===== src/rtl/icb_2m_to_1s_arb.sv =====
// Two-master to one-slave ICB arbiter: round-robin registered grant on the command
// channel, in-order response steering from a FIFO of accepted-command owner IDs.
module icb_2m_to_1s_arb #(
  parameter int unsigned outstanding_depth = 4,
  parameter int unsigned simulation_delay  = 1
) (
  input  logic        clk,
  input  logic        rst,

  input  logic [31:0] s0_icb_cmd_addr,
  input  logic        s0_icb_cmd_read,
  input  logic [31:0] s0_icb_cmd_wdata,
  input  logic [3:0]  s0_icb_cmd_wmask,
  input  logic        s0_icb_cmd_valid,
  output logic        s0_icb_cmd_ready,
  output logic [31:0] s0_icb_rsp_rdata,
  output logic        s0_icb_rsp_err,
  output logic        s0_icb_rsp_valid,
  input  logic        s0_icb_rsp_ready,

  input  logic [31:0] s1_icb_cmd_addr,
  input  logic        s1_icb_cmd_read,
  input  logic [31:0] s1_icb_cmd_wdata,
  input  logic [3:0]  s1_icb_cmd_wmask,
  input  logic        s1_icb_cmd_valid,
  output logic        s1_icb_cmd_ready,
  output logic [31:0] s1_icb_rsp_rdata,
  output logic        s1_icb_rsp_err,
  output logic        s1_icb_rsp_valid,
  input  logic        s1_icb_rsp_ready,

  output logic [31:0] m_icb_cmd_addr,
  output logic        m_icb_cmd_read,
  output logic [31:0] m_icb_cmd_wdata,
  output logic [3:0]  m_icb_cmd_wmask,
  output logic        m_icb_cmd_valid,
  input  logic        m_icb_cmd_ready,
  input  logic [31:0] m_icb_rsp_rdata,
  input  logic        m_icb_rsp_err,
  input  logic        m_icb_rsp_valid,
  output logic        m_icb_rsp_ready
);

  localparam int unsigned ptr_w = $clog2(outstanding_depth);
  localparam logic [ptr_w:0] depth_cnt = (ptr_w+1)'(outstanding_depth);

  typedef enum logic {IDLE, BUSY} state_t;

  state_t           state, state_nxt;
  logic             grant_id, grant_nxt;
  logic             last_id, last_nxt;
  logic             push, pop;
  logic             fifo_full, fifo_empty;
  logic             head_id;
  logic             id_mem [outstanding_depth];
  logic [ptr_w-1:0] wr_ptr, rd_ptr;
  logic [ptr_w:0]   count;

  // Register update delay applies to simulation only and has no synthesizable meaning.
  logic sim_delay_unused;
  assign sim_delay_unused = (simulation_delay != 0);

  assign fifo_full  = (count == depth_cnt);
  assign fifo_empty = (count == '0);
  assign head_id    = id_mem[rd_ptr];

  always_ff @(posedge clk) begin
    if (rst) begin
      state    <= IDLE;
      grant_id <= 1'b0;
      last_id  <= 1'b1;
    end else begin
      state    <= state_nxt;
      grant_id <= grant_nxt;
      last_id  <= last_nxt;
    end
  end

  always_comb begin
    state_nxt        = state;
    grant_nxt        = grant_id;
    last_nxt         = last_id;
    push             = 1'b0;
    m_icb_cmd_addr   = '0;
    m_icb_cmd_read   = 1'b0;
    m_icb_cmd_wdata  = '0;
    m_icb_cmd_wmask  = '0;
    m_icb_cmd_valid  = 1'b0;
    s0_icb_cmd_ready = 1'b0;
    s1_icb_cmd_ready = 1'b0;
    case (state)
      IDLE: begin
        if ((s0_icb_cmd_valid || s1_icb_cmd_valid) && !fifo_full) begin
          // On a tie the master that did not win last time gets the grant.
          grant_nxt = (s0_icb_cmd_valid && s1_icb_cmd_valid) ? ~last_id : s1_icb_cmd_valid;
          state_nxt = BUSY;
        end
      end
      BUSY: begin
        m_icb_cmd_addr  = grant_id ? s1_icb_cmd_addr  : s0_icb_cmd_addr;
        m_icb_cmd_read  = grant_id ? s1_icb_cmd_read  : s0_icb_cmd_read;
        m_icb_cmd_wdata = grant_id ? s1_icb_cmd_wdata : s0_icb_cmd_wdata;
        m_icb_cmd_wmask = grant_id ? s1_icb_cmd_wmask : s0_icb_cmd_wmask;
        m_icb_cmd_valid = (grant_id ? s1_icb_cmd_valid : s0_icb_cmd_valid) & ~fifo_full & ~rst;
        if (grant_id) s1_icb_cmd_ready = m_icb_cmd_ready & ~fifo_full & ~rst;
        else          s0_icb_cmd_ready = m_icb_cmd_ready & ~fifo_full & ~rst;
        if (m_icb_cmd_valid && m_icb_cmd_ready) begin
          push      = 1'b1;
          last_nxt  = grant_id;
          state_nxt = IDLE;
        end
      end
      default: state_nxt = IDLE;
    endcase
  end

  always_comb begin
    s0_icb_rsp_valid = m_icb_rsp_valid & ~fifo_empty & ~head_id & ~rst;
    s1_icb_rsp_valid = m_icb_rsp_valid & ~fifo_empty &  head_id & ~rst;
    s0_icb_rsp_rdata = (!fifo_empty && !head_id) ? m_icb_rsp_rdata : '0;
    s0_icb_rsp_err   = (!fifo_empty && !head_id) ? m_icb_rsp_err   : 1'b0;
    s1_icb_rsp_rdata = (!fifo_empty &&  head_id) ? m_icb_rsp_rdata : '0;
    s1_icb_rsp_err   = (!fifo_empty &&  head_id) ? m_icb_rsp_err   : 1'b0;
    m_icb_rsp_ready  = ~fifo_empty & ~rst & (head_id ? s1_icb_rsp_ready : s0_icb_rsp_ready);
    pop              = m_icb_rsp_valid & m_icb_rsp_ready;
  end

  always_ff @(posedge clk) begin
    if (push) id_mem[wr_ptr] <= grant_id;
  end

  // Depth is a power of two, so pointers wrap by natural overflow.
  always_ff @(posedge clk) begin
    if (rst) begin
      wr_ptr <= '0;
      rd_ptr <= '0;
      count  <= '0;
    end else begin
      if (push) wr_ptr <= wr_ptr + 1'b1;
      if (pop)  rd_ptr <= rd_ptr + 1'b1;
      case ({push, pop})
        2'b10:   count <= count + 1'b1;
        2'b01:   count <= count - 1'b1;
        default: count <= count;
      endcase
    end
  end

endmodule


===== config.mk =====
export PLATFORM = sky130hd
export DESIGN_NAME = icb_2m_to_1s_arb
export DESIGN_NICKNAME = d
export VERILOG_FILES = /design/src/rtl/icb_2m_to_1s_arb.sv
export SDC_FILE = /design/constraint.sdc
export NUM_CORES = 1
export LEC_CHECK = 0
export CORE_AREA = 2 2 126 128
export DETAILED_ROUTE_END_ITERATION = 16
export DIE_AREA = 0 0 128 130
export HOLD_SLACK_MARGIN = 0.03
export SYNTH_ARGS = -nofsm -noshare
export SYNTH_HDL_FRONTEND = slang
export SYNTH_SLANG_ARGS = --single-unit

===== constraint.sdc =====
create_clock -name clk -period 5.1 [get_ports clk]
set_clock_uncertainty 0.05 [all_clocks]
set_input_delay 1.53 -clock clk [delete_from_list [all_inputs] [get_ports clk]]
set_output_delay 1.53 -clock clk [all_outputs]
set_load 0.01 [all_outputs]

; Word level (Yosys, flattened, before mapping)
; Memory sizes are Yosys's and may differ from the RTL's. A register that Yosys moved wholly into a read port is not among the register bits.
; Index checks and enable logic that the tools add are counted.
[classes]
addsub = 4
multipliers = 0
div_mod_pow = 0
order_cmp = 0
eq_ne = 3
shifts = 0
muxes = 30
bitwise = 18
reduce_logical = 13
[ops]
columns = operator, count
row1 = 32-bit two-way mux, 6
row2 = 1-bit two-way mux, 18
row3 = 1-bit AND, 12
row4 = 4-bit two-way mux, 2
row5 = 1-bit inverter, 6
row6 = 3-bit one-hot mux with 2 select lines, 1
row7 = 1-bit logical AND, 5
row8 = 2-bit by 1-bit adder with 2-bit output (second input constant), 2
row9 = 2-bit two-way mux, 2
row10 = 2-bit AND reduction, 2
row11 = 3-bit by 1-bit adder with 3-bit output (second input constant), 1
row12 = 3-bit equality test (second input constant), 1
row13 = 1-bit logical NOT, 3
row14 = 3-bit logical NOT, 1
row15 = 3-bit by 1-bit subtractor with 3-bit output (second input constant), 1
row16 = 2-bit by 1-bit equality test with 1-bit output (second input constant), 1
row17 = 2-bit equality test (second input constant), 1
row18 = 1-bit one-hot mux with 2 select lines, 1
row19 = 2-bit nonzero test, 1
row20 = 1-bit logical OR, 1
[totals]
regBits = 10
latchBits = 0
ramBits = 4
mem_bits_ro = 0
in_bits = 179
mem_count = 1
[memory_table]
columns = memory, depth, word_bits, read_ports, rd_clocked_by_memory_dff, wr, line
row1 = id_mem, 4, 1, 1, 1, 1, 55  ; logic id_mem [outstanding_depth];

; Logic depth before layout (Yosys ltp)
; Gate-level depths: netlist of run 1.
[depth]
word_depth = 9
depth_mapped = 10

; Worst setup path after synthesis of run 1
; OpenSTA, ideal clock, no wires.
[synth_path]
path_type = input to output
start = input port s1_icb_cmd_valid
end = output port m_icb_cmd_valid
arrival_ns = 2.112
slack_ns = 1.408
path_stages = 2
cell_sequence = mux2i_1 nor4b_1
[synth_between]
elab_chain_cells = 4
[synth_lines]
columns = element, line
row1 = start: declaration, 25  ; input logic s1_icb_cmd_valid,
row2 = 1-bit two-way mux, 104  ; m_icb_cmd_valid = (grant_id ? s1_icb_cmd_valid : s0_icb_cmd_valid) & ~fifo_full & ~rst;
row3 = 1-bit AND (2 in series), 104
row4 = 1-bit two-way mux, 91  ; case (state)
row5 = end: declaration, 36  ; output logic m_icb_cmd_valid,
; Every way passes these cells.

; Worst setup path in the final report of run 1
[layout_path]
start = input port rst
end = output port s1_icb_rsp_valid
[layout_between]
elab_chain_cells = 2
[layout_lines]
columns = element, line
row1 = start: declaration, 8  ; input logic rst,
row2 = 1-bit inverter, 119  ; s1_icb_rsp_valid = m_icb_rsp_valid & ~fifo_empty & head_id & ~rst;
row3 = 1-bit AND, 119
row4 = end: declaration, 29  ; output logic s1_icb_rsp_valid,
; Every way passes these cells.

==> results of run 1 <==
[cells in the final DEF, fill, tap and decap left out, types with 2 or more instances in the layout]
cell type and n:
buf_4 4, ha_1 5, edfxtp_1 4, clkbuf_16 3, xor2_1 2, clkdlybuf4s50_1 319
nor2_1 43, nand2b_1 2, a21oi_1 4, and2_1 4, inv_1 7, nor2b_1 71
and3_1 34, mux2i_1 72, nor3_1 7, dfxtp_1 10, nand2_1 35
[power breakdown]
group	switching [mW]	internal, mW
clock	0.0468	0.119
combinational	0.139	0.261
sequential	0.0125	0.133
[logic make-up after synthesis]
kind of cell    share of synthesized area
compound gates                     0.0235
xor+xnor                           0.0103
fa+ha+maj                          0.0324
buf+inv                            0.0638
flops                               0.141
mux                                 0.291
simple gates                        0.437
[through the flow]
| step | util | worst slack [ns] | instance area, sq um | cells | hold WS, ns |
|---|---|---|---|---|---|
| after floorplan | - | 1.41 | 2550 | 353 | 0.381 |
| after global placement | 0.381 | 0.321 | 5880 | 836 | 0.405 |
| after detailed placement | 0.381 | 0.304 | 5880 | 836 | 0.420 |
| after CTS | 0.387 | 0.303 | 5970 | 840 | 0.442 |
| after global routing | 0.387 | 0.168 | 5980 | 841 | 0.457 |
| final | 0.387 | 0.310 | 5980 | 841 | 0.427 |
[layer usage]
metal	track usage	vias to the layer above	share of wire
met1	0.142	1560	0.35
met3	0.0615	8	0.12
met2	0.277	200	0.51
met4	0.0310	0	0.015
li1	-	1767	-
met5	0	-	0
[cells in the mapped netlist (2+ instances only)]
master    number  area [sq um]
mux2i_1       72           721
nor2b_1       71           444
nor2_1        43           161
nand2_1       35           131
and3_1        34           213
clkbuf_1      23          86.3
dfxtp_1       12           240
buf_2          7          35.0
inv_1          7          26.3
nor3_1         7          35.0
ha_1           5          62.6
a21oi_1        4          20.0
and2_1         4          25.0
edfxtp_1       4           120
nand2b_1       2          12.5
or3_1          2          12.5
xor2_1         2          17.5
[worst paths after layout]
kind	startpoint	end	slack [ns]	depth (start not counted)
setup reg to reg	id_mem[3]	count[2]	1.84	9
setup / recovery	rst	s1_icb_rsp_valid	0.31	5
hold reg to reg	rd_ptr[1]	rd_ptr[1]	0.43	1
hold / removal	rd_ptr[1]	rd_ptr[1]	0.43	1
[final cells by class]
type / instances / share of cell area
multi-input cells: 298 / 0.340
repair buffers: 323 / 0.539
inverters: 7 / 0.00440
well taps: 192 / 0.0402
diodes: 1 / 0.000419
flip-flops and latches: 16 / 0.0611
clock buffers: 4 / 0.0149
[critical path, cell delays in order]
cell,delay [ns]
clkdlybuf4s50_1,0.57
buf_4,0.25
nor2b_1,0.15
and3_1,0.16
clkdlybuf4s50_1,0.55
==> flow_metrics.py, run 1 <==
metrics = {
    "floorplanning": {
        "rows": 46,
        "dieArea_sq_um": 16600,
        "die_w_microns": 128,
        "io-pin-count": 320,
        "core_region_area_sq_um": 15400,
        "die_h_microns": 130,
        "start_util": 0.165,
    },
    "clock_tree": {
        "htree_num_levels": 1,
        "cts_setup_buffers": 0,
        "cts-hold-fix-buffers": 0,
        "post_cts_resized": 0,
        "cts_sinks": 16,
        "path_clk_slew_ns": 0.05,
        "cts_tree": "yes",
        "cts-root-buf": "clkbuf_16",
        "clockBufferDepth": 2,
        "cts_made_buffers": 3,
        "clock_latency_ns": 0.24,
    },
    "run": {
        "max_cap_viol_count": 0,
    },
    "grt": {
        "grt_overflow_total": 0,
        "grt_pass1_wl_microns": 18700,
        "grt_pass1_vias": 3475,
        "antenna_found_initial": 1,
        "grt_usage": 0.143,
        "grt_max_degree": 73,
    },
    "cells_and_area": {
        "finalNetCount": 834,
        "fillCellCount": 1578,
        "multi_input_area_sq_um": 2030,
        "ff_latch_area_sq_um": 365,
        "area_delta_synth_final_pct": 134,
        "final_layout_size_suffix_gt1_frac": 0.0278,
    },
    "logic_synthesis": {
        "syn-cell-area_sq_um": 2550,
        "synth_flop_cell": "dfxtp_1",
        "synth_area_per_cell_sq_um": 7.23,
        "synth-edff-count": 4,
        "async_flop_share": 0,
        "ys_warn_count": 0,
        "yosysSeqAreaShare": 0.141,
        "ys_types": 36,
        "syn-num-nets": 538,
        "ys_seq_elements": 16,
        "synth_cells": 353,
    },
    "critical_path": {
        "crit_path_start_kind": "input pin",
        "critPathArrivalTime_ns": 3.21,
        "path_class": "input pin to output pin",
        "crit_required_ns": 3.52,
        "path_max_fanout": 10,
        "endpoint_kind": "output pin",
    },
    "detailed_routing": {
        "viasPerCell": 4.20,
        "route.detailed.drc": 0,
        "wirelength_microns": 13300,
        "wire_per_inst_microns": 15.8,
        "ant_nets": 0,
        "via_count": 3535,
        "drt_pass1_iterations": 4,
        "drt_iter0_drc": 97,
    },
    "timing": {
        "rsz0062_at_grt": "no",
        "tightest_slew_ns": 1.05,
        "slew_headroom": 0.303,
        "period_minus_slack_ns": 4.79,
        "finalCritPeriodShare": 0.939,
        "slew_viol_final": 0,
        "hold_viol_final": 0,
        "timing.fmax_mhz": 209,
        "finalSetupTns_ns": 0,
        "setup_violations": 0,
    },
    "min_path": {
        "min_path_type": "flip-flop to flip-flop",
    },
    "place": {
        "gp_congestion": 0.848,
        "place_hpwl_microns": 11100,
        "portBuffers": 319,
    },
    "pwr": {
        "ir_worst_vdd_mv": 0.0861,
        "total_power_mw": 0.712,
        "p_per_area_nw_per_um2": 119,
        "p_leak_nw": 2.18,
    },
    "status": {
        "status": "finished, final reports clean",
    },
}
Power figures use the tool's default switching activity.
==> inputs of run 2 (changes only) <==
CORE_AREA = 2 2 123 125   (was 2 2 126 128)
DIE_AREA = 0 0 125 127   (was 0 0 128 130)
clock period = 5.2 ns   (was 5.1 ns; I/O delays follow)
==> run 2 against run 1 <==
Net effect: sequential cell count is the same; via count shrank 0.20%; sequential share of layout area is essentially flat; core utilization grew 2.7 points; non-clock buffer count is the same; die area shrank 4.6%; sequential power is essentially flat; final area is essentially flat; register-to-register slack gained 0.10 ns; cell count shrank 0.71%; highest routed layer unchanged.
==> flow_metrics.py, run 2 (same netlist as run 1, synthesis figures left out) <==
metrics = {
    "clock_tree": {
        "cts_sinks": 16,
        "cts_tree": "yes",
        "path_clk_slew_ns": 0.05,
        "post_cts_resized": 0,
        "cts-root-buf": "clkbuf_16",
        "htree_num_levels": 1,
        "clock_latency_ns": 0.24,
        "clockBufferDepth": 2,
        "cts-hold-fix-buffers": 0,
        "cts_made_buffers": 3,
        "cts_setup_buffers": 0,
    },
    "place": {
        "place_hpwl_microns": 11100,
        "place_area_sq_um": 5890,
        "portBuffers": 319,
        "dp.cells": 828,
        "gp_congestion": 0.927,
    },
    "critical_path": {
        "path_class": "input pin to output pin",
        "crit_required_ns": 3.59,
        "r2r_slack_ns": 1.94,
        "critPathArrivalTime_ns": 3.16,
        "path_max_fanout": 6,
        "r2r_cells": 9,
        "crit_path_start_kind": "input pin",
        "endpoint_kind": "output pin",
        "rr_endpoint": "count[2]",
    },
    "timing": {
        "slew_headroom": 0.290,
        "hold_viol_final": 0,
        "rsz0062_at_grt": "no",
        "setup_violations": 0,
        "period_minus_slack_ns": 4.77,
        "slew_viol_final": 0,
        "timing.fmax_mhz": 210,
        "finalSetupTns_ns": 0,
        "finalCritPeriodShare": 0.918,
        "tightest_slew_ns": 1.07,
    },
    "cells_and_area": {
        "fin_util": 0.414,
        "layout_commonest_cell": "clkdlybuf4s50_1",
        "most-common-layout-cells": "319 x clkdlybuf4s50_1, 72 x mux2i_1, 71 x nor2b_1",
        "finalNetCount": 834,
        "final_layout_size_suffix_gt1_frac": 0.0247,
        "postLayoutCellArea_sq_um": 5970,
        "final_cells": 835,
        "area_delta_synth_final_pct": 134,
    },
    "floorplanning": {
        "rows": 44,
        "die_h_microns": 127,
        "io-pin-count": 320,
        "dieArea_sq_um": 15900,
        "start_util": 0.177,
        "die_w_microns": 125,
        "core_region_area_sq_um": 14400,
    },
    "detailed_routing": {
        "wire_per_inst_microns": 15.7,
        "drt_iter0_drc": 40,
        "viasPerCell": 4.23,
        "route.detailed.drc": 0,
        "ant_nets": 0,
        "wirelength_microns": 13100,
        "via_count": 3528,
        "drt_pass1_iterations": 4,
    },
    "min_path": {
        "min_path_type": "flip-flop to flip-flop",
        "min_to": "rd_ptr[1]",
        "holdPathStages": 1,
        "hp-start": "rd_ptr[1]",
    },
    "grt": {
        "grt_usage": 0.154,
        "use_met3": 0.0532,
        "globalRouteMet2Util": 0.286,
        "busiest_layer": "met2",
        "met1_usage": 0.162,
        "grt_pass1_vias": 3483,
        "grt_pass1_wl_microns": 19400,
        "grt_overflow_total": 0,
        "grt_max_degree": 73,
        "antenna_found_initial": 3,
    },
    "pwr": {
        "p_leak_nw": 2.18,
        "total_power_mw": 0.681,
        "p_per_area_nw_per_um2": 114,
        "ir_worst_vdd_mv": 0.102,
    },
    "run": {
        "max_cap_viol_count": 0,
    },
    "status": {
        "status": "finished, final reports clean",
    },
}
==> run 2: layer usage <==
layer  vias up  routed length, microns
li1       1772                       -
met1      1545                    4680
met2       199                    6740
met3        12                    1360
met4         0                     330
met5         -                       0
==> run 2: layout make-up <==
type / instances / area [sq um]
antenna: 3 / 7.51
clock buffer: 3 / 75.1
clock inverter: 1 / 3.75
fill: 1426 / 8450
inverter: 7 / 26.3
multi-input combinational: 298 / 2030
sequential: 16 / 365
tap: 184 / 230
timing repair buffer: 323 / 3240
==> run 2: critical path, stage by stage <==
cell             delay (ns)
clkdlybuf4s50_1        0.55
nand3b_1               0.27
nor3b_1                0.22
clkdlybuf4s50_1        0.56
==> run 2: power breakdown <==
group	switching (mW)	internal [mW]	total [mW]	leakage, nW
sequential	0.0184	0.131	0.149	0.135
clock	0.0427	0.102	0.144	0.0386
combinational	0.130	0.258	0.388	2.01
==> run 2: worst max-delay path by stage <==
stage | startpoint | endpoint | slack (ns) | depth (start not counted)
after floorplan | s1_icb_cmd_valid | m_icb_cmd_valid | 1.45 | 2
after global placement | rst | s1_icb_cmd_ready | 0.40 | 4
after detailed placement | rst | s1_icb_cmd_ready | 0.39 | 4
after CTS | rst | s1_icb_cmd_ready | 0.39 | 4
after global routing | rst | s1_icb_cmd_ready | 0.34 | 4
final | rst | s1_icb_cmd_ready | 0.43 | 4
==> run 2: per-stage QoR <==
stage	hold WS, ns	setup slack [ns]
finish	0.407	0.427
global route	0.433	0.337
CTS	0.414	0.391
detailed placement	0.408	0.394
global placement	0.396	0.396
floorplan	0.381	1.45
==> inputs of run 3 (changes only) <==
SLEW_MARGIN = 0   (was unset)
==> results of run 3 <==
The final DEF is identical to that of run 2; final timing and power are the same.
